<file path="src/rtl/add_seq_pkg.sv">
// Shared types and sizing helpers for the multi-word add sequencer.
package add_seq_pkg;

    localparam int unsigned WIDTH_DEF  = 8;
    localparam int unsigned WORDS_DEF  = 4;
    localparam int unsigned SETTLE_DEF = 42;

    localparam int unsigned IDX_W = $clog2(WORDS_DEF);
    localparam int unsigned CNT_W = $clog2(SETTLE_DEF + 1);

    typedef enum logic [1:0] {
        IDLE,
        SETTLE,
        CAPTURE,
        DONE
    } state_t;

    // Register width able to hold values 0..n-1, never narrower than one bit.
    function automatic int unsigned bits_for(input int unsigned n);
        return (n <= 1) ? 1 : $clog2(n);
    endfunction

endpackage

</file>
<file path="src/rtl/add_seq_if.sv">
// Controller-side handshake and operand/result bus of the add sequencer.
// The sub signal exists only when SUB_MODE_EN is defined.
interface add_seq_if #(
    parameter int unsigned WIDTH = 8,
    parameter int unsigned WORDS = 4
);
    logic                     start;
    logic [WIDTH*WORDS-1:0]   a_in;
    logic [WIDTH*WORDS-1:0]   b_in;
`ifdef SUB_MODE_EN
    logic                     sub;
`endif
    logic                     busy;
    logic                     done;
    logic [WIDTH*WORDS-1:0]   sum_out;
    logic                     cout;

`ifdef SUB_MODE_EN
    modport master (output start, a_in, b_in, sub, input busy, done, sum_out, cout);
    modport slave  (input start, a_in, b_in, sub, output busy, done, sum_out, cout);
`else
    modport master (output start, a_in, b_in, input busy, done, sum_out, cout);
    modport slave  (input start, a_in, b_in, output busy, done, sum_out, cout);
`endif

endinterface

</file>
<file path="src/rtl/nbit_ripple_adder.sv">
// Plain WIDTH-bit ripple-carry adder; the slow shared datapath.
module nbit_ripple_adder #(
    parameter int unsigned WIDTH = 8
) (
    input  logic [WIDTH-1:0] a,
    input  logic [WIDTH-1:0] b,
    input  logic             cin,
    output logic [WIDTH-1:0] s,
    output logic             co
);

    logic [WIDTH:0] c;

    assign c[0] = cin;

    for (genvar i = 0; i < WIDTH; i++) begin : g_fa
        assign s[i]   = a[i] ^ b[i] ^ c[i];
        assign c[i+1] = (a[i] & b[i]) | (c[i] & (a[i] ^ b[i]));
    end

    assign co = c[WIDTH];

endmodule

</file>
<file path="src/rtl/multiword_add_sequencer.sv">
// Runs one WIDTH-bit ripple adder over WORDS operand words, LS word first, with a settle wait per word.
// Define SUB_MODE_EN to add the sub input (A-B via ~B and carry-in 1).
module multiword_add_sequencer
    import add_seq_pkg::*;
#(
    parameter int unsigned WIDTH         = 8,
    parameter int unsigned WORDS         = 4,
    parameter int unsigned SETTLE_CYCLES = 42
) (
    input  logic       clk,
    input  logic       rst,
    add_seq_if.slave   bus
);

    localparam int unsigned TOT = WIDTH * WORDS;
    localparam int unsigned IW  = bits_for(WORDS);
    localparam int unsigned CW  = bits_for(SETTLE_CYCLES + 1);

    localparam logic [IW-1:0] LAST_IDX   = IW'(WORDS - 1);
    localparam logic [CW-1:0] CNT_RELOAD = CW'(SETTLE_CYCLES - 1);

    state_t           state;
    state_t           state_nxt;
    logic [TOT-1:0]   a_q;
    logic [TOT-1:0]   b_q;
`ifdef SUB_MODE_EN
    logic             sub_q;
`endif
    logic [IW-1:0]    idx;
    logic [CW-1:0]    cnt;
    logic             carry;
    logic [TOT-1:0]   work;
    logic [TOT-1:0]   work_nxt;
    logic [TOT-1:0]   sum_q;
    logic             cout_q;

    logic [WIDTH-1:0] a_word;
    logic [WIDTH-1:0] b_word;
    logic [WIDTH-1:0] b_fed;
    logic [WIDTH-1:0] add_s;
    logic             add_co;

    // Word select from latched operands, and the work image with the current word replaced.
    always_comb begin
        a_word   = '0;
        b_word   = '0;
        work_nxt = work;
        for (int unsigned w = 0; w < WORDS; w++) begin
            if (idx == IW'(w)) begin
                a_word                     = a_q[w*WIDTH +: WIDTH];
                b_word                     = b_q[w*WIDTH +: WIDTH];
                work_nxt[w*WIDTH +: WIDTH] = add_s;
            end
        end
    end

`ifdef SUB_MODE_EN
    assign b_fed = sub_q ? ~b_word : b_word;
`else
    assign b_fed = b_word;
`endif

    nbit_ripple_adder #(
        .WIDTH (WIDTH)
    ) u_adder (
        .a   (a_word),
        .b   (b_fed),
        .cin (carry),
        .s   (add_s),
        .co  (add_co)
    );

    always_ff @(posedge clk) begin
        if (rst) begin
            state <= IDLE;
        end else begin
            state <= state_nxt;
        end
    end

    always_comb begin
        state_nxt = state;
        case (state)
            IDLE:    if (bus.start) state_nxt = SETTLE;
            SETTLE:  if (cnt == '0) state_nxt = CAPTURE;
            CAPTURE: state_nxt = (idx == LAST_IDX) ? DONE : SETTLE;
            DONE:    state_nxt = IDLE;
            default: state_nxt = IDLE;
        endcase
    end

    always_ff @(posedge clk) begin
        if (rst) begin
            a_q    <= '0;
            b_q    <= '0;
`ifdef SUB_MODE_EN
            sub_q  <= 1'b0;
`endif
            idx    <= '0;
            cnt    <= '0;
            carry  <= 1'b0;
            work   <= '0;
            sum_q  <= '0;
            cout_q <= 1'b0;
        end else begin
            case (state)
                IDLE: begin
                    if (bus.start) begin
                        a_q   <= bus.a_in;
                        b_q   <= bus.b_in;
                        idx   <= '0;
                        cnt   <= CNT_RELOAD;
`ifdef SUB_MODE_EN
                        sub_q <= bus.sub;
                        carry <= bus.sub;
`else
                        carry <= 1'b0;
`endif
                    end
                end
                SETTLE: begin
                    if (cnt != '0) cnt <= cnt - 1'b1;
                end
                CAPTURE: begin
                    work  <= work_nxt;
                    carry <= add_co;
                    // Result registers load on the same edge that enters DONE, so they take
                    // the merged image rather than work, which is only updated on this edge.
                    if (idx == LAST_IDX) begin
                        sum_q  <= work_nxt;
                        cout_q <= add_co;
                    end else begin
                        idx <= idx + 1'b1;
                        cnt <= CNT_RELOAD;
                    end
                end
                default: ;
            endcase
        end
    end

    assign bus.busy    = (state != IDLE);
    assign bus.done    = (state == DONE);
    assign bus.sum_out = sum_q;
    assign bus.cout    = cout_q;

endmodule
</file>
<file path="src/flat_wrapper.sv">
// flat-port wrapper written by rule: the top's interface ports become plain ports
module multiword_add_sequencer_flat import add_seq_pkg::*;
#(
    parameter int unsigned WIDTH         = 8,
    parameter int unsigned WORDS         = 4,
    parameter int unsigned SETTLE_CYCLES = 42
)
  (clk, rst, bus_start, bus_a_in, bus_b_in, bus_busy, bus_done, bus_sum_out, bus_cout);
  add_seq_if #(.WIDTH(WIDTH), .WORDS(WORDS)) bus_i ();
  input  logic clk;
  input  logic rst;
  input wire logic [$bits(bus_i.start)-1:0] bus_start;
  input wire logic [$bits(bus_i.a_in)-1:0] bus_a_in;
  input wire logic [$bits(bus_i.b_in)-1:0] bus_b_in;
  output wire logic [$bits(bus_i.busy)-1:0] bus_busy;
  output wire logic [$bits(bus_i.done)-1:0] bus_done;
  output wire logic [$bits(bus_i.sum_out)-1:0] bus_sum_out;
  output wire logic [$bits(bus_i.cout)-1:0] bus_cout;
  assign bus_i.start = bus_start;
  assign bus_i.a_in = bus_a_in;
  assign bus_i.b_in = bus_b_in;
  assign bus_busy = bus_i.busy;
  assign bus_done = bus_i.done;
  assign bus_sum_out = bus_i.sum_out;
  assign bus_cout = bus_i.cout;
  multiword_add_sequencer #(.WIDTH(WIDTH), .WORDS(WORDS), .SETTLE_CYCLES(SETTLE_CYCLES)) u_core (.clk(clk), .rst(rst), .bus(bus_i));
endmodule
</file>
<file path="config.mk">
export PLATFORM = sky130hd
export DESIGN_NAME = multiword_add_sequencer_flat
export DESIGN_NICKNAME = d
export VERILOG_FILES = /design/src/rtl/add_seq_pkg.sv /design/src/rtl/add_seq_if.sv /design/src/rtl/nbit_ripple_adder.sv /design/src/rtl/multiword_add_sequencer.sv /design/src/flat_wrapper.sv
export SDC_FILE = /design/constraint.sdc
export NUM_CORES = 1
export LEC_CHECK = 0
export ABC_CLOCK_PERIOD_IN_PS = 12400
export CORE_MARGIN = 1.5
export CORE_UTILIZATION = 45
export DETAILED_ROUTE_END_ITERATION = 10
export PLACE_DENSITY = 0.76
export RECOVER_POWER = 25
export SETUP_SLACK_MARGIN = 0.15
export SYNTH_ARGS = -nofsm -noshare
export SYNTH_HDL_FRONTEND = slang
export SYNTH_SLANG_ARGS = --single-unit
</file>
<file path="constraint.sdc">
create_clock -name clk -period 12.4 [get_ports clk]
set_input_delay 3.1 -clock clk [delete_from_list [all_inputs] [get_ports clk]]
set_output_delay 3.1 -clock clk [all_outputs]
set_load 0.05 [all_outputs]
</file>
Yosys cells after proc, flatten, opt, wreduce, memory -nomap -nowiden --
Cells that the tools add are included.
Word-level totals: register bits after elaboration 140, bits of input ports 67, output and inout port bits 35, word-level logic and storage cells 99
Cells by class: add/subtract/negate cells 2, eq/ne operators 10, muxes and demuxes 25, bitwise gates (word level) 40, reductions and logical operators 13
Operators by type and width (count):
- 8-bit two-way mux | 12
- 6-bit two-way mux | 3
- 6-bit case mux with 3 select lines | 1
- 1-bit bitwise AND | 16
- 1-bit bitwise XOR | 16
- 2-bit two-way mux | 5
- 2-bit == test, second input constant | 4
- 1-bit OR | 8
- 2-bit case mux with 4 select lines | 1
- 2-bit AND reduction | 4
- 6-bit zero test | 1
- 6-bit nonzero test | 1
- 6-bit by 1-bit subtractor with 6-bit output, second input constant | 1
- 2-bit by 1-bit == test with 1-bit output, second input constant | 2
- 2-bit zero test | 2
- 2-bit by 1-bit inequality test with 1-bit output, second input constant | 2
- 2-bit inequality test, second input constant | 2
- 2-bit case mux with 2 select lines | 1
- 4-bit AND reduction | 1
- 2-bit nonzero test | 2
- 3-bit AND reduction | 1
- 3-bit nonzero test | 1
- 2-bit by 1-bit adder with 2-bit output, second input constant | 1
- 1-bit case mux with 2 select lines | 1
- 1-bit two-way mux | 1

Logic depth before layout (Yosys ltp) --
Gate-level depths: netlist of the first run.
word-level depth 23, depth in mapped cells 21, gate-level depth less buffers 19

By module --
From an unflattened synthesis of the first run, not the netlist that was laid out.
Unflattened totals: cell total of the unflattened synthesis 739, area, all modules 5751.8 um^2
By module, submodules not included:
- multiword_add_sequencer | instances 1, cells an instance 721, area an instance 5554.1 um^2, seq. area each 2642.5 um^2
- nbit_ripple_adder | instances 1, cells an instance 18, area an instance 197.7 um^2, seq. area each 0.0 um^2

Worst setup path before layout of the first run --
Ideal clock, no wire load.
path kind register -> register, from register u_core.idx[0], to register u_core.sum_q[15], in the netlist u_core.bus.sum_out[15], data arrival time 4.779 ns, slack 7.481 ns, stages on the path, launching flop included 21, period minus slack after synthesis 4.919 ns, cells stage by stage dfxtp_1 > ha_1 > clkbuf_1 > buf_4 > buf_2 > a221oi_1 > nor3_1 > a21oi_1 > fa_1 > fa_1 > fa_1 > fa_1 > fa_1 > inv_1 > fa_1 > inv_1 > fa_1 > inv_1 > fa_1 > mux2i_1 > a211oi_2
On the way: word-level cells in the longest chain between the ends 22, elaborated cells on any way between the ends 44
RTL lines:
- start: declaration | RTL line multiword_add_sequencer.sv:29 | logic [IW-1:0] idx;
- start signal: assignment | RTL line multiword_add_sequencer.sv:133 | idx <= idx + 1'b1;
- 2-bit zero test | RTL line multiword_add_sequencer.sv:49 | if (idx == IW'(w)) begin
- 8-bit two-way mux (4 in series) | RTL line multiword_add_sequencer.sv:49
- 1-bit bitwise XOR | RTL line nbit_ripple_adder.sv:18 | assign c[i+1] = (a[i] & b[i]) | (c[i] & (a[i] ^ b[i]));
- 1-bit bitwise AND | RTL line nbit_ripple_adder.sv:18
- 1-bit OR | RTL line nbit_ripple_adder.sv:18
- 1-bit bitwise AND | RTL line nbit_ripple_adder.sv:18
- 1-bit OR | RTL line nbit_ripple_adder.sv:18
- 1-bit bitwise AND | RTL line nbit_ripple_adder.sv:18
- (+3 left out)
- 1-bit bitwise AND | RTL line nbit_ripple_adder.sv:18
- 1-bit OR | RTL line nbit_ripple_adder.sv:18
- 1-bit bitwise AND | RTL line nbit_ripple_adder.sv:18
- 1-bit OR | RTL line nbit_ripple_adder.sv:18
- 1-bit bitwise AND | RTL line nbit_ripple_adder.sv:18
- 1-bit OR | RTL line nbit_ripple_adder.sv:18
- 1-bit bitwise XOR | RTL line nbit_ripple_adder.sv:17 | assign s[i] = a[i] ^ b[i] ^ c[i];
- 8-bit two-way mux | RTL line multiword_add_sequencer.sv:49
- end signal: assignment | RTL line multiword_add_sequencer.sv:130 | sum_q <= work_nxt;
- end: declaration | RTL line multiword_add_sequencer.sv:34 | logic [TOT-1:0] sum_q;
Several ways; a longest one is shown, not always the timed one. A chain may end at the register's enable or synchronous reset.

==> flow_summary.ini, run 1 <==
[worst_setup_path]
endpoint_kind = register
crit_cells = 4
cp_data_required_time_ns = 12.55
path_class = primary input to register
crit_path_max_fanout = 89
cp_slowest_cell = clkbuf_1
arrival_ns = 7.77
crit_chain = clkbuf_1 -> clkbuf_1 -> nand4b_1 -> o31ai_1
reg2reg_depth = 19
reg2reg_setup_slack_ns = 6.82
timing.rr.start = u_core.idx[1]
cp_common_cell = clkbuf_1
crit_buf_inv = 2
cpLargestDelayFamily = buffers and inverters
r2r-end = u_core.bus.sum_out[23]
cpPeakStageDelay_ns = 2.83
worst_setup_path_start_kind = primary input

[sta]
max_freq_mhz = 131
slew_violations = 203
layout_min_cycle_time_ns = 7.62
setup_viol = 0
period_share_pct = 61.5
rsz0062_at_grt = false
fin_worst_skew_ns = 0.0132
hold_viol = 0
max_slew_margin_pct = -161
timing.hold.ws_ns = 0.451
worstMarginPinSlew_ns = 3.91
fin_tns_setup_ns = 0

[final_layout]
drive_gt1_share_pct = 7.99
diodes = 0
areaGrowthSynthToFinish_pct = 27.2
final_nets = 856
fin_area_mm2 = 0.00745

[global_route]
overflow = 0
grt_pass1_vias = 4857
grt.total_usage_pct = 21.1
antenna_found_initial = 0
grt_max_degree = 90
grt_pass1_wl_mm = 22.5

[clocking]
cts_sinks = 132
clk_latency_ns = 0.41
clkTransAtPathRegs_ns = 0.06
clockBufferDepth = 2
htreeDepth = 4
root_buffer = clkbuf_16
ctsResizeCount = 0
cts_setup_buffers = 0
hold_buffers = 0
numCtsBuffers = 17
cts_tree = built

[placed_design]
dp_hpwl_mm = 9.41
port_buffers = 101
gp_congestion = 0.899
dpl_cell_area_mm2 = 0.00680

[min_path]
min-delay-start = u_core.bus.sum_out[19]
hold_depth = 2
hp-class = register to register
holdPathEnd = u_core.bus.sum_out[19]

[die]
ios = 102
initial_core_util_pct = 46.2
dieArea_mm2 = 0.0137
rows = 41
core-area_mm2 = 0.0127
die_width_um = 117
die_h_um = 117

[synth]
ys_warn_count = 0
avgSynthCellArea_um2 = 8.28
postSynthCellCount = 708
syn_area_mm2 = 0.00586
ys_types = 45
seq_area_frac_synth_pct = 45.1
synth_nets = 789
ys_ff_latch = 132

[routing]
wl_per_cell_um = 14.5
postRouteAntennaNets = 0
first_pass_iters = 5
vias = 5045
vias_per_cell = 5.26
drc = 0
drtIter0Drc = 312
routed_wl_mm = 13.9

[power]
pwr_density_cell_mw_per_mm2 = 159
p_leak_nw = 2.63
peakVddDrop_v = 0.0000945
total_power_mw = 1.18

[status]
status = finished, violations left
violations = capacitance limit, slew limit

[job]
cap_violations = 3
-- worst max-delay path by stage --
stage | end | startpoint | slack, ns
global placement | u_core.bus.sum_out[15] | u_core.idx[0] | 7.27
CTS | u_core.bus.sum_out[23] | u_core.idx[1] | 6.98
finish | u_core.cnt[4] | rst | 4.78
floorplan | u_core.bus.sum_out[15] | u_core.idx[0] | 7.48
detailed placement | u_core.bus.sum_out[23] | u_core.idx[1] | 7.07
global route | u_core.cnt[4] | rst | 4.43
-- synth_stat cells (all sizes together) --
cell / n / area (um2)
nor2b: 22 / 145
fa: 8 / 160
dfxtp: 132 / 2640
and2b: 5 / 37.5
o21a: 6 / 45.0
a221oi: 12 / 105
or2: 1 / 6.26
a22oi: 1 / 7.51
nand4b: 1 / 8.76
nand2: 181 / 679
nor3b: 2 / 15.0
inv: 9 / 33.8
nor3: 20 / 105
ha: 6 / 75.1
a211oi: 26 / 225
a31oi: 1 / 6.26
a21oi: 119 / 618
and3: 1 / 6.26
or3b: 1 / 8.76
o211ai: 18 / 135
mux2i: 13 / 130
o21ai: 5 / 25.0
nand2b: 2 / 12.5
nor4: 2 / 12.5
clkbuf: 28 / 105
and2: 5 / 38.8
o31ai: 1 / 7.51
o21bai: 1 / 7.51
nand3: 5 / 25.0
a21o: 1 / 8.76
or2b: 1 / 7.51
nor2: 36 / 148
buf: 32 / 235
nand3b: 4 / 30.0
-- metrics by stage --
stage          setup WS [ns]  cells  utilization [%]
4_1_cts                 6.98    960             58.9
3_3_place_gp            7.27    928             53.7
6_report                4.78    960             58.8
2_1_floorplan           7.48    708                -
3_5_place_dp            7.07    928             53.7
5_1_grt                 4.43    960             58.8
-- cell families (layout without fill, tap and decap cells) --
logic type,after synthesis,after routing,share of synthesized area [%]
buffers and inverters,69,149,6.38
muxes,13,13,2.22
AOI/OAI and AO/OA,191,191,20.3
adders and majority gates,14,14,4.01
and+or+nand+nor,289,289,22.0
DFF,132,132,45.1
-- tightest hold or removal path, delay by kind of cell (launching register included) --
family             cells  cell delay [ns]
DFF                    1             0.31
AOI/OAI and AO/OA      1             0.05
and+or+nand+nor        1             0.05
-- registers in the layout (all words and copies together) (netlist names) --
signal	cells
u_core.state	2
u_core.carry	1
u_core.a_q	32
u_core.bus.cout	1
u_core.b_q	32
u_core.work	24
u_core.bus.sum_out	32
u_core.idx	2
u_core.cnt	6
-- layer usage --
layer / track usage (%) / up-vias / wire length (um)
met5: 0 / - / 0
met1: 26.0 / 2320 / 6270
li1: - / 2543 / -
met3: 5.10 / 28 / 628
met2: 35.4 / 154 / 6700
met4: 9.00 / 0 / 345
-- where the power goes --
group	total, mW	internal (mW)	switching (mW)	leakage, nW
Clock	0.561	0.373	0.188	0.319
Sequential	0.466	0.448	0.0181	1.07
Combinational	0.155	0.0639	0.0908	1.24
-- layout by cell type, fill, tap and decap left out, types with 9 or more instances in the layout --
cell type        synthesis  layout
nor3_1                  19      19
clkbuf_16                0      17
a21oi_1                113     114
o211ai_1                18      18
a211oi_1                20      20
nor2b_1                 21      21
a221oi_1                12      12
nand2_1                181     181
mux2i_1                 13      13
inv_1                    9       9
nor2_1                  31      31
clkdlybuf4s50_1          0      99
dfxtp_1                132     132
-- cell type report --
type	instances	area [um2]
clock buffers	20	467
clock inverters	12	200
fillers	1113	5220
inverters	9	33.8
multi-input cells	507	2850
flip-flops and latches	132	2640
well taps	172	215
repair buffers	108	1050
No activity file was read; power rests on OpenSTA's default activity.
==> run 2, diff against run 1 <==
- ABC_CLOCK_PERIOD_IN_PS: 12400 -> 6170
- PLACE_DENSITY: 0.76 -> 0.78
- clock period: 12.4 -> 6.17 ns (I/O delays scaled with it)
==> flow_summary.ini, run 2 (synthesis gave the netlist of run 1 again) <==
[status]
status = finished, violations left
violations = capacitance limit, slew limit

[die]
core-area_mm2 = 0.0127
ios = 102
initial_core_util_pct = 46.2
die_h_um = 117
dieArea_mm2 = 0.0137
die_width_um = 117
rows = 41

[global_route]
grt_max_degree = 90
antenna_found_initial = 0
grt.total_usage_pct = 22.2
overflow = 0
grt_pass1_wl_mm = 23.7
grt_pass1_vias = 4849

[job]
cap_violations = 1

[sta]
max_slew_margin_pct = -155
rsz0062_at_grt = false
max_freq_mhz = 186
slew_violations = 90
hold_viol = 0
layout_min_cycle_time_ns = 5.39
period_share_pct = 87.3
fin_tns_setup_ns = 0
fin_worst_skew_ns = 0.00796
worstMarginPinSlew_ns = 3.82
setup_viol = 0

[worst_setup_path]
endpoint_kind = register
worst_setup_path_start_kind = register
reg2reg_setup_slack_ns = 0.78
crit_path_max_fanout = 19
arrival_ns = 5.49
path_class = register to register
cp_data_required_time_ns = 6.27
reg2reg_depth = 19

[clocking]
cts_tree = built
root_buffer = clkbuf_16
clk_latency_ns = 0.41
cts_setup_buffers = 0
htreeDepth = 4
hold_buffers = 0
clockBufferDepth = 2
numCtsBuffers = 17
clkTransAtPathRegs_ns = 0.06
cts_sinks = 132
ctsResizeCount = 0

[placed_design]
dp_hpwl_mm = 9.31
port_buffers = 101
gp_congestion = 0.833
dpl_cell_area_mm2 = 0.00681

[routing]
drc = 0
vias_per_cell = 5.23
drtIter0Drc = 283
routed_wl_mm = 14.4
first_pass_iters = 5
vias = 5030
wl_per_cell_um = 14.9
postRouteAntennaNets = 0

[power]
pwr_density_cell_mw_per_mm2 = 321
peakVddDrop_v = 0.000237
p_leak_nw = 2.64
total_power_mw = 2.40

[final_layout]
diodes = 0
fin_area_mm2 = 0.00748
drive_gt1_share_pct = 8.49
final_common_cell = nand2_1
areaGrowthSynthToFinish_pct = 27.7
layout_common_cells = nand2_1 (181), dfxtp_1 (132), a21oi_1 (113)
multi_input_area_mm2 = 0.00285
final_nets = 857
regArea_mm2 = 0.00264
fill_cells = 1125

[min_path]
hold_depth = 2
hp-class = register to register
-- run 2: cell count changes in the layout (fill, tap and decap cells not counted), sizes merged --
cell           change
buf                +2
bufinv             +1
clkbuf             -4
clkdlybuf4s50      +1
dlygate4sd3        -1
inv                +2
-- run 2: power breakdown --
part / internal, mW / switching [mW] / total, mW
sequential: 0.900 / 0.0377 / 0.938
clock: 0.762 / 0.388 / 1.15
combinational: 0.130 / 0.186 / 0.316
-- run 2: final timing paths --
check	from	end
worst max-delay path	u_core.idx[1]	u_core.bus.sum_out[23]
worst max register to register	u_core.idx[1]	u_core.bus.sum_out[23]
worst min register to register	u_core.bus.sum_out[11]	u_core.bus.sum_out[11]
worst min-delay path	u_core.bus.sum_out[11]	u_core.bus.sum_out[11]
-- run 2: layout make-up --
type                    instances  share of cell area (%)
inverters                       9                   0.452
flip-flops and latches        132                    35.3
clock buffers                  17                    5.69
repair buffers                109                    14.2
well taps                     172                    2.88
clock inverters                15                    3.36
multi-input cells             507                    38.1
-- run 2: worst max-delay path, cell delays in order (launching register included) --
cell and delay [ns]:
dfxtp_1 0.38, inv_1 0.08, ha_1 0.38, and2b_1 0.28, a221oi_1 0.08, nor3_1 0.19, a21oi_1 0.09, fa_1 0.46
fa_1 0.39, fa_1 0.39, fa_1 0.39, fa_1 0.38, inv_1 0.08, fa_1 0.18, inv_1 0.06, fa_1 0.35
inv_1 0.07, fa_1 0.52, mux2i_1 0.25, a211oi_2 0.10
-- run 2: per-layer routing --
metal | share of wire [%] | wire length [um] | vias up | global-route usage [%]
met5 | 0 | 0 | - | 0
met2 | 49 | 7050 | 124 | 37.5
met4 | 2.2 | 319 | 0 | 6.91
li1 | - | - | 2544 | -
met3 | 4.1 | 588 | 28 | 4.74
met1 | 45 | 6400 | 2334 | 28.7
-- run 2: per-stage QoR --
step	cells	hold WS [ns]	setup slack (ns)	utilization [%]
floorplan	708	0.432	1.25	-
global placement	929	0.440	1.17	53.7
detailed placement	929	0.444	1.04	53.7
CTS	961	0.451	0.933	59.1
global route	961	0.473	0.531	59.0
finish	961	0.448	0.782	59.0
==> run 3, diff against run 2 <==
--- a/config.mk
+++ b/config.mk
@@ -8,2 +8,3 @@
 export ABC_CLOCK_PERIOD_IN_PS = 6170
+export CORE_ASPECT_RATIO = 0.7
 export CORE_MARGIN = 1.5
--- a/constraint.sdc
+++ b/constraint.sdc
@@ -3,2 +3,2 @@
 set_output_delay 1.5425 -clock clk [all_outputs]
-set_load 0.05 [all_outputs]
+set_load 0.005 [all_outputs]
==> flow_summary.ini, run 3 (synthesis gave the netlist of run 1 again) <==
[routing]
drtIter0Drc = 459
vias_per_cell = 5.41
vias = 5143
drc = 4
wl_per_cell_um = 15.5
routed_wl_mm = 14.7
wl_met2_mm = 6.62
first_pass_iters = 8
wl_met3_mm = 1.07
routed.top_layer = met4
postRouteAntennaNets = 0
drt-met1-wl_mm = 6.80

[die]
die_width_um = 139
ios = 102
rows = 34
dieArea_mm2 = 0.0137
core-area_mm2 = 0.0125
die_h_um = 98.5
initial_core_util_pct = 46.7

[min_path]
min-delay-start = u_core.bus.sum_out[12]
hold_depth = 2
hp-class = register to register
holdPathEnd = u_core.bus.sum_out[12]

[worst_setup_path]
crit_path_max_fanout = 17
cp_data_required_time_ns = 6.27
arrival_ns = 5.61
crit_buf_inv = 5
reg2reg_setup_slack_ns = 0.66
reg2reg_depth = 20
cpPeakStageDelay_ns = 0.51
worst_setup_path_start_kind = register
timing.rr.start = u_core.idx[1]
cpLargestDelayFamily = adder cells
r2r-end = u_core.bus.sum_out[15]
cp_slowest_cell = fa_1
path_class = register to register
crit_chain = inv_1 -> ha_1 -> buf_4 -> and2b_1 -> a221oi_1 -> nor3_1 -> a21oi_1 -> fa_1 -> fa_1 -> fa_1 -> fa_1 -> fa_1 -> inv_1 -> fa_1 -> inv_1 -> fa_1 -> inv_1 -> fa_1 -> mux2i_1 -> a211oi_2
endpoint_kind = register
cp_common_cell = fa_1

[power]
pwr_density_cell_mw_per_mm2 = 306
p_leak_nw = 2.74
peakVddDrop_v = 0.000214

[clocking]
root_buffer = clkbuf_16
cts_setup_buffers = 0
cts_tree = built
htreeDepth = 4
clk_latency_ns = 0.41
hold_buffers = 0
numCtsBuffers = 17
clockBufferDepth = 2
cts_sinks = 132
ctsResizeCount = 0
clkTransAtPathRegs_ns = 0.06

[status]
violations = DRC, capacitance limit, slew limit
status = finished, violations left

[sta]
fin_tns_setup_ns = 0
slew_violations = 85
hold_viol = 0
setup_ws_ns = 0.660
rsz0062_at_grt = false
fin_worst_skew_ns = 0.00711
setup_viol = 0
max_freq_mhz = 181
period_share_pct = 89.3
layout_min_cycle_time_ns = 5.51
worstMarginPinSlew_ns = 3.88
max_slew_margin_pct = -158

[placed_design]
gp_congestion = 0.907
port_buffers = 101
pre_cts_ws_ns = 0.865
placed_cells = 920
dp_hpwl_mm = 10.1

[final_layout]
regArea_mm2 = 0.00264
final_common_cell = nand2_1
multi_input_area_mm2 = 0.00285
layout_common_cells = nand2_1 (181), dfxtp_1 (132), a21oi_1 (113)
diodes = 0
final_nets = 858
fin_cells = 950
areaGrowthSynthToFinish_pct = 26.3
fill_cells = 1110
drive_gt1_share_pct = 7.99

[global_route]
overflow = 0
grt_pass1_vias = 4962
grt.total_usage_pct = 22.3
antenna_found_initial = 0
grt_max_degree = 85
grt_pass1_wl_mm = 24.3

[job]
cap_violations = 1
==> run 3: final cells by class <==
cell class / count / area share (%)
flip-flops and latches: 132 / 35.7
well taps: 162 / 2.74
clock buffers: 27 / 7.20
inverters: 9 / 0.457
multi-input cells: 507 / 38.5
repair buffers: 110 / 14.5
clock inverters: 3 / 0.879
==> run 3: how the worst max path moves through the flow <==
stage / from / end / slack, ns / cells after the start
after CTS: u_core.idx[1] / u_core.bus.sum_out[23] / 0.82 / 20
final: u_core.idx[1] / u_core.bus.sum_out[15] / 0.66 / 20
after floorplan: u_core.idx[0] / u_core.bus.sum_out[15] / 1.25 / 20
after global placement: u_core.idx[1] / u_core.bus.sum_out[15] / 1.06 / 20
after global routing: u_core.idx[1] / u_core.bus.sum_out[7] / 0.29 / 20
after detailed placement: u_core.idx[1] / u_core.bus.sum_out[23] / 0.86 / 20
==> run 3: worst reg2reg max path: stages, from the launching register on <==
cell and delay, ns:
dfxtp_1 0.40, inv_1 0.09, ha_1 0.37, buf_4 0.27
and2b_1 0.21, a221oi_1 0.07, nor3_1 0.15, a21oi_1 0.09
fa_1 0.46, fa_1 0.39, fa_1 0.39, fa_1 0.40
fa_1 0.37, inv_1 0.08, fa_1 0.16, inv_1 0.05
fa_1 0.37, inv_1 0.07, fa_1 0.51, mux2i_1 0.21
a211oi_2 0.09
==> run 3: stage by stage <==
stage | hold WS, ns | util (%) | total power, mW | area [um2]
after CTS | 0.453 | 59.0 | 2.27 | 7400
after global placement | 0.446 | 54.2 | 1.25 | 6800
after floorplan | 0.432 | - | 1.15 | 5860
after detailed placement | 0.447 | 54.2 | 1.26 | 6800
final | 0.443 | 59.0 | 2.26 | 7400
after global routing | 0.462 | 59.0 | 2.35 | 7400
==> run 3: routing by layer <==
layer  GRT usage (%)  vias up
li1                -     2540
met1            30.1     2410
met2            34.4      170
met3            6.37       23
met4            7.28        0
met5               0        -
==> run 3: power breakdown <==
part	switching (mW)	internal [mW]	total (mW)
sequential	0.0385	0.901	0.939
combinational	0.182	0.129	0.312
clock	0.347	0.665	1.01
total	0.568	1.70	2.26
